--- src/rtl/watch_ctrl_if.sv ---
// Button, datapath-status and control signals exchanged between the stopwatch
// sequencer (master) and the board/datapath side (slave).
interface watch_ctrl_if;
  logic       btn_start_stop;
  logic       btn_clear;
  logic       btn_lap;
  logic       at_max;
  logic       tick;
  logic       clr;
  logic       freeze;
  logic       running;
  logic [1:0] state;

  modport master (
    input  btn_start_stop, btn_clear, btn_lap, at_max,
    output tick, clr, freeze, running, state
  );

  modport slave (
    output btn_start_stop, btn_clear, btn_lap, at_max,
    input  tick, clr, freeze, running, state
  );
endinterface

--- src/rtl/watch_ctrl.sv ---
// Stopwatch control sequencer: debounced button events, IDLE/RUN/PAUSE/LAP FSM,
// 1 Hz tick prescaler, clear pulse and lap display freeze.
module watch_ctrl #(
    parameter int unsigned CLK_DIV      = 50_000_000,
    parameter int unsigned DEBOUNCE_CYC = 20'd1_000_000,
    parameter int unsigned CNT_W        = 26,
    parameter int unsigned DB_W         = 20
) (
    input logic        clk,
    input logic        rst_n,
    watch_ctrl_if.master bus
);

    typedef enum logic [1:0] {
        IDLE  = 2'd0,
        RUN   = 2'd1,
        PAUSE = 2'd2,
        LAP   = 2'd3
    } state_t;

    localparam logic [DB_W-1:0]  DB_LAST    = DB_W'(DEBOUNCE_CYC - 1);
    localparam logic [CNT_W-1:0] PRESC_LAST = CNT_W'(CLK_DIV - 1);

    // Button lanes: [0] clear, [1] start_stop, [2] lap
    logic [2:0]      raw;
    logic [2:0]      sync1;
    logic [2:0]      sync2;
    logic [2:0]      acc;
    logic [2:0]      acc_q;
    logic [2:0]      ev;
    logic [DB_W-1:0] db_cnt [3];

    state_t          state;
    logic [CNT_W-1:0] presc;
    logic            tick;
    logic            clr;
    logic            freeze;
    logic            running;

    logic            ev_clr;
    logic            ev_ss;
    logic            ev_lap;
    logic            wrap;

    assign raw = {bus.btn_lap, bus.btn_start_stop, bus.btn_clear};

    always_ff @(posedge clk or negedge rst_n) begin
        if (!rst_n) begin
            sync1 <= '0;
            sync2 <= '0;
            acc   <= '0;
            acc_q <= '0;
            for (int unsigned i = 0; i < 3; i++) db_cnt[i] <= '0;
        end else begin
            sync1 <= raw;
            sync2 <= sync1;
            acc_q <= acc;
            for (int unsigned i = 0; i < 3; i++) begin
                if (sync2[i] == acc[i]) begin
                    db_cnt[i] <= '0;
                end else if (db_cnt[i] == DB_LAST) begin
                    db_cnt[i] <= '0;
                    acc[i]    <= sync2[i];
                end else begin
                    db_cnt[i] <= db_cnt[i] + 1'b1;
                end
            end
        end
    end

    // Press events only; priority clear > start_stop > lap drops the losers
    assign ev     = acc & ~acc_q;
    assign ev_clr = ev[0];
    assign ev_ss  = ev[1] & ~ev[0];
    assign ev_lap = ev[2] & ~ev[1] & ~ev[0];
    assign wrap   = running && (presc == PRESC_LAST);

    always_ff @(posedge clk or negedge rst_n) begin
        if (!rst_n) begin
            state   <= IDLE;
            presc   <= '0;
            tick    <= 1'b0;
            clr     <= 1'b0;
            freeze  <= 1'b0;
            running <= 1'b0;
        end else begin
            tick <= 1'b0;
            clr  <= 1'b0;
            if (running) presc <= wrap ? '0 : presc + 1'b1;

            // Saturation swallows the tick and any coincident event
            if (wrap && bus.at_max) begin
                state   <= PAUSE;
                running <= 1'b0;
                freeze  <= 1'b0;
            end else begin
                tick <= wrap;
                if (ev_clr) begin
                    if (state == IDLE || state == PAUSE) begin
                        state <= IDLE;
                        clr   <= 1'b1;
                        presc <= '0;
                    end
                end else if (ev_ss) begin
                    case (state)
                        IDLE: begin
                            state   <= RUN;
                            running <= 1'b1;
                            presc   <= '0;
                        end
                        RUN, LAP: begin
                            state   <= PAUSE;
                            running <= 1'b0;
                            freeze  <= 1'b0;
                        end
                        PAUSE: begin
                            state   <= RUN;
                            running <= 1'b1;
                        end
                        default: ;
                    endcase
                end else if (ev_lap) begin
                    case (state)
                        RUN: begin
                            state  <= LAP;
                            freeze <= 1'b1;
                        end
                        LAP: begin
                            state  <= RUN;
                            freeze <= 1'b0;
                        end
                        default: ;
                    endcase
                end
            end
        end
    end

    assign bus.tick    = tick;
    assign bus.clr     = clr;
    assign bus.freeze  = freeze;
    assign bus.running = running;
    assign bus.state   = state;

endmodule

--- src/flat_wrapper.sv ---
// flat-port wrapper written by rule: the top's interface ports become plain ports
module watch_ctrl_flat 
#(
    parameter int unsigned CLK_DIV      = 50_000_000,
    parameter int unsigned DEBOUNCE_CYC = 20'd1_000_000,
    parameter int unsigned CNT_W        = 26,
    parameter int unsigned DB_W         = 20
)
  (clk, rst_n, bus_btn_start_stop, bus_btn_clear, bus_btn_lap, bus_at_max, bus_tick, bus_clr, bus_freeze, bus_running, bus_state);
  watch_ctrl_if bus_i ();
  input logic clk;
  input logic rst_n;
  input wire logic [$bits(bus_i.btn_start_stop)-1:0] bus_btn_start_stop;
  input wire logic [$bits(bus_i.btn_clear)-1:0] bus_btn_clear;
  input wire logic [$bits(bus_i.btn_lap)-1:0] bus_btn_lap;
  input wire logic [$bits(bus_i.at_max)-1:0] bus_at_max;
  output wire logic [$bits(bus_i.tick)-1:0] bus_tick;
  output wire logic [$bits(bus_i.clr)-1:0] bus_clr;
  output wire logic [$bits(bus_i.freeze)-1:0] bus_freeze;
  output wire logic [$bits(bus_i.running)-1:0] bus_running;
  output wire logic [$bits(bus_i.state)-1:0] bus_state;
  assign bus_i.btn_start_stop = bus_btn_start_stop;
  assign bus_i.btn_clear = bus_btn_clear;
  assign bus_i.btn_lap = bus_btn_lap;
  assign bus_i.at_max = bus_at_max;
  assign bus_tick = bus_i.tick;
  assign bus_clr = bus_i.clr;
  assign bus_freeze = bus_i.freeze;
  assign bus_running = bus_i.running;
  assign bus_state = bus_i.state;
  watch_ctrl #(.CLK_DIV(CLK_DIV), .DEBOUNCE_CYC(DEBOUNCE_CYC), .CNT_W(CNT_W), .DB_W(DB_W)) u_core (.clk(clk), .rst_n(rst_n), .bus(bus_i));
endmodule
--- config.mk ---
export PLATFORM = sky130hd
export DESIGN_NAME = watch_ctrl_flat
export DESIGN_NICKNAME = d
export VERILOG_FILES = /design/src/rtl/watch_ctrl_if.sv /design/src/rtl/watch_ctrl.sv /design/src/flat_wrapper.sv
export SDC_FILE = /design/constraint.sdc
export NUM_CORES = 1
export LEC_CHECK = 0
export CORE_MARGIN = 5
export CORE_UTILIZATION = 56
export DETAILED_ROUTE_END_ITERATION = 8
export PLACE_DENSITY = 0.84
export SLEW_MARGIN = 20
export SYNTH_ARGS = -nofsm -noshare
export SYNTH_HDL_FRONTEND = slang
export SYNTH_SLANG_ARGS = --single-unit
--- constraint.sdc ---
create_clock -name clk -period 1.7 [get_ports clk]
set_input_delay 0.34 -clock clk [delete_from_list [all_inputs] [get_ports clk]]
set_output_delay 0.34 -clock clk [all_outputs]
set_load 0.02 [all_outputs]
Word level (Yosys, flattened, before mapping)
Index checks and enable logic that the tools add are counted.

Bits in registers: 104. Latch bits: 0. Bits in writable memories: 0. Bits in read-only memories: 0. Bits of input ports: 6. Output and inout bits: 6. Logic and storage cells: 93. Memories: 0.

$add $sub $neg: 4. Multiply operators: 0. Divide/modulo/power cells: 0. Order comparisons: 0. Equal/unequal tests: 13. Shift operators: 0. Mux-type cells: 34. Bitwise operators: 10. Reduce and logical (&&, ||, !) cells: 17.

Operators with widths (count): $mux W26 (7); $mux W20 (6); $add A20 B1 Y20 const B (3); $eq A20 B20 Y1 const B (3); $add A26 B1 Y26 const B (1); $eq A26 B26 Y1 const B (1); $mux W1 (12); $mux W2 (5); $pmux W2 S2 (2); $reduce_and A2 Y1 (4); $reduce_bool A4 Y1 (2); $ne A3 B3 Y1 const B (2); $not A1 Y1 (5); $reduce_bool A5 Y1 (1); $eq A2 B2 Y1 const B (2); $pmux W1 S2 (2); $reduce_and A4 Y1 (1); $reduce_or A2 Y1 (2); $and A1 B1 Y1 (3); $and A3 B3 Y3 (1); $eq A1 B1 Y1 (3); $not A3 Y3 (1); $reduce_and A3 Y1 (1); $reduce_bool A3 Y1 (1); other kinds (6) (7).

Depth between registers and ports, before layout
Gate-level depths: netlist of run 1.

Depth in word-level cells: 9. Gate-level depth with buffers: 9.

Worst setup path after synthesis of run 1
Ideal clock, no wire load.

Path type: reg2reg. Start: reg u_core.running, in the netlist u_core.bus.running. End: reg u_core.presc[22]. Arrival time: 1.656 ns. Required time: 1.581 ns. Path slack: -0.075 ns. Cell stages (with the launch flop): 9. Path buffers: 3. Clock period less this slack: 1.775 ns. Cell sequence: dfrtp_1 > nand4_2 > or2_1 > buf_6 > nor3_2 > or2_1 > buf_4 > buf_6 > nor2_1.

Longest elaborated chain between the ends: 7.

RTL lines: from (decl) (line watch_ctrl.sv:38) `logic running;`; from (signal assigned) (line watch_ctrl.sv:85) `running <= 1'b0;`; from (signal assigned) (line watch_ctrl.sv:94) `running <= 1'b0;`; from (signal assigned) (line watch_ctrl.sv:108) `running <= 1'b1;`; $logic_and A1 B1 Y1 (line watch_ctrl.sv:76) `assign wrap = running && (presc == PRESC_LAST);`; $mux W26 (2 in a row) (line watch_ctrl.sv:89) `if (running) presc <= wrap ? '0 : presc + 1'b1;`; $mux W26 (line watch_ctrl.sv:105) `case (state)`; $mux W26 (line watch_ctrl.sv:104) `end else if (ev_ss) begin`; $mux W26 (line watch_ctrl.sv:98) `if (ev_clr) begin`; $mux W26 (*) (line watch_ctrl.sv:92) `if (wrap && bus.at_max) begin`; to (signal assigned) (line watch_ctrl.sv:89); to (decl) (line watch_ctrl.sv:34) `logic [CNT_W-1:0] presc;`.

Mark *: on every way between the ends. The rest lies on a longest branch, timed or not. A chain may end at the register's enable or synchronous reset.

Final worst setup path of run 1
Start: reg u_core.presc[1]. End: reg u_core.presc[9].

Longest elaborated chain between the ends: 8.

RTL lines (line): parallel branches: the longest is 7 deep, another holds $add A26 B1 Y26; $mux W26 (*) (watch_ctrl.sv:92).

Mark *: on every way between the ends.

==> impl_summary.md, run 1 <==
Logic synthesis
After technology mapping, the gate count stands at 487. The net count of the mapped netlist is 497. In the post-synthesis netlist, the biggest area contributors are sky130_fd_sc_hd__dfrtp_1 (53%), sky130_fd_sc_hd__xor2_1 (9.6%), sky130_fd_sc_hd__nor2_1 (6.8%). The most used flip-flop cell after synthesis is sky130_fd_sc_hd__dfrtp_1. After synthesis, the most frequently instantiated cells are sky130_fd_sc_hd__dfrtp_1 (104), sky130_fd_sc_hd__nor2_1 (90), sky130_fd_sc_hd__xor2_1 (54), sky130_fd_sc_hd__nand3_1 (38), sky130_fd_sc_hd__nand2_1 (29).

The number of synthesized register bits is 104. The synthesis warning total is 0. In this run, synthesis inferred 0 flip-flops with an integrated enable. A synthesized cell averages 10.1 um^2. The post-synthesis instance area is 4940 um^2. sky130_fd_sc_hd__dfrtp_1 is the most common cell in the netlist. The area fraction of the dominant cell type after synthesis is 52.7%. The synthesized netlist contains 41 unique library cells.

The part of the Yosys area used for sequential elements is 52.7%. The largest area contributor in the netlist is sky130_fd_sc_hd__dfrtp_1. The post-synthesis async set-or-reset flop share is 100%.

Critical path
STA classifies the critical path startpoint as a flip-flop. The startpoint of the worst setup timing path is u_core.presc[1]. The kind of end point of the critical path is a flip-flop. The critical setup path kind is reg2reg. In this run the worst path has a maximum fanout of 10. In this run the critical register-to-register path is launched from u_core.presc[1]. STA puts the critical path data arrival time at 1950 ps. The worst path required time is 1950 ps.

Floorplanning
Once the floorplan was initialized, standard cells occupied 56.9% of the core. The placeable core region is 8680 um^2. 12 I/O pins were placed.

The floorplan step set the die height to 104 um. The standard-cell row count is 34. The die area is 10800 um^2. The chip width is 104 um.

Timing
On the final layout, the worst clock skew is 10.5 ps. On the final layout, the worst hold slack is 358 ps. The share of the cycle needed by the critical path after routing is 99.8%. The worst max-slew margin expressed relative to the limit is 74.8%. The number of endpoints with negative hold slack in the final report is 0. The number of pins with negative max-slew slack in the final report is 0. The minimum clock period is 1700 ps.

Setup repair after global routing could not meet its margin everywhere. At the pin with the least slew margin, the transition time is 374 ps. The final count of negative-setup-slack endpoints is 0. The final total negative setup slack is 0 ps. The highest attainable clock frequency is 0.590 GHz.

Power and ir drop
VDD sags by at most 652 uV. The leakage power summed over all cells is 2.63 nW. Power spread over the standard cell area amounts to 728 nW/um^2.

Clock tree
The tree is rooted in a sky130_fd_sc_hd__clkbuf_8. No sink is reached through more buffers than the 2 on the longest clock path. The H-tree level count is 3.

The latest clock arrival within the worst-skew pair is 370 ps. The clock tree from TritonCTS is done. The clock transition at the registers of the reported paths is 100 ps.

The sink count of the clock tree is 104. TritonCTS created 9 clock buffers.

Global routing
The pin count of the biggest net entering global routing is 52. The via count of the first global-routing pass was 3791. For this run the aggregate overflow at the end of global routing stands at 0. The first global-routing pass estimated 17200 um of wire. The number of antenna violations at the first check in global routing is 0. The total track usage is 18.8%.

Final layout
The number of non-filler instances in the completed layout is 655. The final cell area excluding filler cells is 5850 um^2. The area taken by flip-flops and latches is 2610 um^2. Cells fill 67.4% of the core in the end. Of the cells placed in the final design, the portion with a size suffix greater than 1 is 18.6%.

The total number of nets in the final design is 552. Fill cells in the final layout number 661. The area of the multi-input gates is 2380 um^2.

The antenna diode count is 0. Compared with the post-synthesis result, the final layout area differs by 18.4%.

Detailed routing
The detailed router's first-iteration violation count is 132. For this run, design rule violations remaining after detail routing come to 0. Dividing the detail-routed via count by the number of cells gives 5.61. After detailed routing, the total wire length is 9960 um. For this block, wires on met1 add up to 4440 um.

After detailed routing, the average wire length per cell comes to 15.2 um. The pre-antenna-repair detailed-routing pass consisted of 6 iterations. Across all layers, the routed design uses 3677 vias. Detailed routing placed a total of 5050 um of wire on met2.

The number of nets with antenna violations after detailed routing is 0. The routed length on met3 is 366 um. Signal routing reaches up to met4.

Placed design
At the end of routability-driven placement, the weighted congestion stood at 0.858. The instance area at placement is 5420 um^2. The half-perimeter wire length of the detailed placement result is 6520 um. The count of port buffers added during placement is 11.

The total placed cells including tap cells is 629.

Min path
The kind of path behind the tightest hold check is reg2reg. The startpoint identified for the worst hold timing path is u_core.sync1[0].

Flow run
The number of max-capacitance violations reported is 0.

Run status
The run finished with clean final reports.
[timing repair]
| item | 4_1_cts | 5_1_grt |
|---|---|---|
| setup endpoints to repair | 31 | 88 |
| gates resized for setup | 11 | 32 |
| pin swaps | 2 | 7 |
| buffers inserted | 1 | 8 |
| endpoints found under the hold margin | 16 | 0 |
| hold buffers | 1 | 0 |
[kinds of logic after synthesis]
| group | after synthesis | synth area share [%] |
|---|---|---|
| adders and majority gates | 4 | 1.01 |
| and+or+nand+nor | 260 | 27.6 |
| xor gates and xnor gates | 78 | 13.8 |
| muxes | 3 | 0.684 |
| buffers and inverters | 18 | 1.93 |
| DFF | 104 | 52.7 |
| AOI/OAI and AO/OA | 20 | 2.31 |
[power by group]
part	internal, mW	switching [mW]	leakage, nW
combinational	0.0645	0.0968	1.15
sequential	2.50	0.0233	1.39
clock	0.696	0.878	0.0977
total	3.26	0.998	2.63
[layer usage]
metal	global-route usage, %	vias up
met5	0	-
met4	5.27	0
met3	4.72	8
met2	30.5	64
met1	25.2	1823
li1	-	1782
[critical path, cell delays in order, from the launching register on]
cell                      delay, ps
sky130_fd_sc_hd__dfrtp_1        400
sky130_fd_sc_hd__buf_4          140
sky130_fd_sc_hd__buf_4          130
sky130_fd_sc_hd__and3_1         170
sky130_fd_sc_hd__and3_2         300
sky130_fd_sc_hd__nand4_1        140
sky130_fd_sc_hd__xor2_1         260
sky130_fd_sc_hd__nor2_4          50
[registers in the layout, indices dropped and copies added (netlist names)]
| name | cells |
|---|---|
| u_core.bus.clr | 1 |
| u_core.acc_q | 3 |
| u_core.sync2 | 3 |
| u_core.bus.tick | 1 |
| u_core.bus.state | 2 |
| u_core.presc | 26 |
| u_core.db_cnt | 60 |
| u_core.bus.freeze | 1 |
| u_core.acc | 3 |
| u_core.bus.running | 1 |
| u_core.sync1 | 3 |
[per-stage QoR]
step                      worst slack (ps)  power (mW)
after floorplan                       31.4        2.62
after global placement                70.0        2.72
after detailed placement              29.5        2.72
after CTS                             8.81        4.30
after global routing                 -59.1        4.43
final                                 4.12        4.26
[area by class of cell]
type | instances | area share (%)
Sequential cell | 104 | 44.6
Multi-Input combinational cell | 365 | 40.7
Timing Repair Buffer | 56 | 8.49
Tap cell | 108 | 2.31
Clock buffer | 9 | 2.12
Clock inverter | 7 | 1.35
Inverter | 6 | 0.385
[final timing paths]
path / cells after the start / slack [ps] / to
max: 7 / 4 / u_core.presc[9]
min: 0 / 360 / u_core.sync2[0]
max reg2reg: 7 / 4 / u_core.presc[9]
min reg2reg: 0 / 360 / u_core.sync2[0]
max in group asynchronous: 3 / 780 / u_core.db_cnt[42]
min in group asynchronous: 2 / 390 / u_core.db_cnt[34]
[cells in the final DEF, fill, tap and decap left out, drive strengths merged, types with 2 or more instances in the layout]
cell,count
and2,6
clkdlybuf4s50,4
inv,8
or3,2
xnor2,24
nand2b,5
mux2,3
a21oi,9
o21ai,6
nor4,11
xor2,54
buf,45
nand4,21
nor3,12
nor4bb,2
dfrtp,104
and3,15
nor2,90
nand2,29
dlygate4sd2,4
or2,5
ha,4
clkinvlp,2
clkbuf,9
clkinv,2
dlymetal6s2s,2
nor4b,4
nand4b,3
and4,10
nand3,38
nor2b,3
Power figures use the tool's default switching activity.
==> run 2, diff against run 1 <==
--- a/config.mk
+++ b/config.mk
@@ -5,6 +5,7 @@
 export SDC_FILE = /design/constraint.sdc
 export NUM_CORES = 1
 export LEC_CHECK = 0
+export CAP_MARGIN = 20
 export CORE_MARGIN = 5
 export CORE_UTILIZATION = 56
 export DETAILED_ROUTE_END_ITERATION = 8
==> results of run 2 <==
The final DEF is identical to that of run 1; final timing and power are the same.
==> run 3, diff against run 2 <==
--- a/config.mk
+++ b/config.mk
@@ -7,9 +7,10 @@
 export LEC_CHECK = 0
 export CAP_MARGIN = 20
 export CORE_MARGIN = 5
-export CORE_UTILIZATION = 56
+export CORE_UTILIZATION = 58
+export CTS_BUF_LIST = sky130_fd_sc_hd__clkbuf_2
 export DETAILED_ROUTE_END_ITERATION = 8
-export PLACE_DENSITY = 0.84
+export PLACE_DENSITY = 0.86
 export SLEW_MARGIN = 20
 export SYNTH_ARGS = -nofsm -noshare
 export SYNTH_HDL_FRONTEND = slang
==> run 3 against run 2 <==
Utilization is 5.6 points higher. Non-clock buffer count is 12 higher. Sequential power hardly changed. The flow now finishes with violations (negative setup slack). Hold slack worse by 250 ps. Register-to-register slack worse by 30 ps. Die area is 3.1% lower. Critical path depth is 1 lower.
==> impl_summary.md, run 3 (synthesis gave the netlist of run 1 again) <==
Run status
The run finished, with violations left. The final reports fail on negative setup slack.

Timing
The final total negative setup slack is -65.8 ps (-65.8 ps). The highest attainable clock frequency is 0.581 GHz (-1.5%). The setup clock skew after layout came to 24.2 ps (+13.7 ps). The share of the cycle needed by the critical path after routing is 101% (+1.5 points).

The minimum clock period was 1720 ps (+25.7 ps). The final count of negative-setup-slack endpoints is 7 (+7). The measured slew at the worst slew-check pin is 362 ps (-11.8 ps).

Setup repair after global routing could not meet its margin everywhere. The worst max-slew margin expressed relative to the limit is 75.5% (+0.68 points). The number of pins with negative max-slew slack in the final report is 0 (unchanged). The number of endpoints with negative hold slack in the final report was 0 (unchanged). The final setup slack of the worst path is -21.5 ps (-25.7 ps).

Critical path
The worst setup path is of the reg2reg kind. The worst setup path is captured at a flip-flop. The worst path required time was 2170 ps (+220 ps). The cell type of the slowest stage on the worst timing path is sky130_fd_sc_hd__dfrtp_1. The worst reg-to-reg path cell count is 6 (-1). The endpoint identified for the worst register-to-register timing path is u_core.presc[20]. The critical path goes through nor4bb_2 -> nand4b_1 -> nor3_4 -> or2_4 -> buf_4 -> nor2_1. The startpoint class of the critical path is a flip-flop.

The longest individual stage delay on the worst path is 460 ps (+60 ps). The dominant delay contributor by cell family on the critical path is simple AND/OR/NAND/NOR gates. The buffering stage count on the worst path with inverters included came to 1 (-1). The startpoint identified for the worst register-to-register timing path is u_core.presc[24]. The worst path arrival time is 2190 ps (+240 ps). The largest fanout of any net on the critical path was 5 (-5). The setup slack of the worst register-to-register path is -20 ps (-30 ps).

Floorplanning
The die area is 10500 um^2 (-3.1%). The effective utilization at floorplan was 59.8% (+2.9 points). The placeable core region is 8260 um^2 (-4.8%). The chip width is 102 um (-1.6%).

The standard-cell row count is 33 (-2.9%). The die height came to 102 um (-1.6%). The count of boundary I/O pins is 12 (unchanged).

Global routing
The pin count of the biggest net entering global routing is 59 (+13%). The via count of the first global-routing pass is 3604 (-4.9%). The number of antenna violations at the first check in global routing is 0 (unchanged). The wire length of the first global-routing pass is 16300 um (-4.8%). The total track usage came to 19.9% (+1.1 points). The global route total overflow came to 0 (unchanged).

Flow run
The number of max-capacitance violations reported was 0 (unchanged).

Placed design
The total placed cells including tap cells came to 627 (-0.32%). The count of port buffers added during placement is 11 (unchanged). The setup slack at placement came to -43.5 ps (-73.0 ps).

The final weighted congestion in routability-driven placement came to 0.922 (+7.4%). The half-perimeter wire length of the detailed placement result is 6630 um (+1.7%).

Final layout
The final core utilization is 73.0% (+5.6 points). The total of fill cells in the finished design is 521 (-21%). The area growth from synthesis to final layout is 22.0%. The top cell types in the final layout, fill and taps aside, are sky130_fd_sc_hd__dfrtp_1 (98), sky130_fd_sc_hd__nor2_1 (76), sky130_fd_sc_hd__xor2_1 (54). The register with the most flip-flops is u_core.db_cnt. The total number of nets in the final design is 564 (+2.2%). The antenna diode count is 0 (unchanged).

The number of flip-flops under the largest register name is 60 (unchanged). The share of layout cells above drive strength 1 was 23.4% (+4.8 points). The number of non-filler instances in the completed layout was 664 (+1.4%). The library cell used most frequently in the layout, excluding fill and tap cells, is sky130_fd_sc_hd__dfrtp_1. The largest registers in the layout are u_core.db_cnt (60), u_core.presc (26).

Min path
The kind of path behind the tightest hold check is in2async.

Detailed routing
The detailed router's first-iteration violation count is 224 (+70%). The total DRC errors in the routed layout is 0 (unchanged). The number of nets with antenna violations after detailed routing came to 0 (unchanged). The vias after detailed routing is 3861 (+5.0%). The number of iterations in the first detailed-routing pass is 4 (-2). The per-cell routed wire length is 16.1 um (+6.0%). The total wire length is 10700 um (+7.5%). The per-cell via count in the routed design is 5.81 (+3.6%).

Clock tree
The buffer levels on the longest clock path is 2 (unchanged). The clock transition at the registers of the reported paths is 270 ps (+170 ps). TritonCTS built the clock tree. The sink count of the clock tree is 104 (unchanged). The latest clock arrival within the worst-skew pair is 550 ps (+180 ps). The cell sitting at the root of the clock tree is a sky130_fd_sc_hd__clkbuf_2.

The H-tree level count was 3 (unchanged). The clock buffer count from CTS is 9 (unchanged).

Power and ir drop
The power per unit of standard cell area was 688 nW/um^2 (-5.5%). The maximum vdd ir drop was 659 uV (+1.1%). The leakage power summed over all cells is 2.68 nW (+1.9%).
==> run 3: changes by cell type in the layout (fill, tap and decap cells not counted), moves of 4 or more <==
cell / before / now
sky130_fd_sc_hd__nor2_1: 86 / 76
sky130_fd_sc_hd__clkbuf_8: 9 / 0
sky130_fd_sc_hd__buf_6: 1 / 6
sky130_fd_sc_hd__dlygate4sd2_1: 4 / 0
sky130_fd_sc_hd__nor2_4: 1 / 7
sky130_fd_sc_hd__clkbuf_2: 0 / 11
sky130_fd_sc_hd__nor2_2: 3 / 7
sky130_fd_sc_hd__buf_4: 40 / 47
==> run 3: metrics by stage <==
stage	hold WS [ps]	area, um^2	total power [mW]
4_1_cts	79.5	5630	4.14
5_1_grt	34.2	6030	4.31
2_1_floorplan	44.4	4950	2.62
3_5_place_dp	195	5420	2.72
6_report	111	6030	4.15
3_3_place_gp	195	5420	2.72
==> run 3: worst max path at each step <==
stage,from,to,slack [ps],cells past startpoint
finish,u_core.presc[24],u_core.presc[20],-20,6
global route,u_core.presc[8],u_core.presc[18],-130,5
CTS,u_core.bus.state[0],bus_state[0],6,1
detailed placement,u_core.presc[0],u_core.presc[22],-40,6
global placement,u_core.presc[1],u_core.presc[20],60,6
floorplan,u_core.presc[0],u_core.presc[20],30,7
==> run 3: repair_timing <==
| action | 4_1_cts | 5_1_grt |
|---|---|---|
| hold endpoints to repair | 104 | 0 |
| endpoints found under the setup margin | 36 | 92 |
| cloned | 0 | 4 |
| pin swaps | 0 | 21 |
| gates resized for setup | 16 | 64 |
| setup buffers | 2 | 14 |
| hold buffers | 1 | 0 |
==> run 3: metal layers <==
| metal | part of all wire [%] | global-route usage (%) | routed length (um) |
|---|---|---|---|
| met5 | 0 | 0 | 0 |
| met4 | 3.2 | 8.68 | 342 |
| met3 | 3.9 | 4.03 | 421 |
| met2 | 50 | 32.3 | 5350 |
| met1 | 43 | 26.1 | 4590 |
==> run 3: power by group <==
group	leakage, nW	internal [mW]	switching, mW
Combinational	1.21	0.0768	0.106
Clock	0.0862	0.632	0.805
Sequential	1.39	2.50	0.0202
Total	2.68	3.21	0.932
==> run 3: final cells by class <==
| cell class | instances | area, um^2 | share of cell area (%) |
|---|---|---|---|
| multi-input cells | 365 | 2480 | 41.1 |
| repair buffers | 68 | 621 | 10.3 |
| inverters | 6 | 22.5 | 0.374 |
| well taps | 105 | 131 | 2.18 |
| flip-flops and latches | 104 | 2610 | 43.3 |
| clock inverters | 7 | 118 | 1.95 |
| clock buffers | 9 | 45.0 | 0.748 |
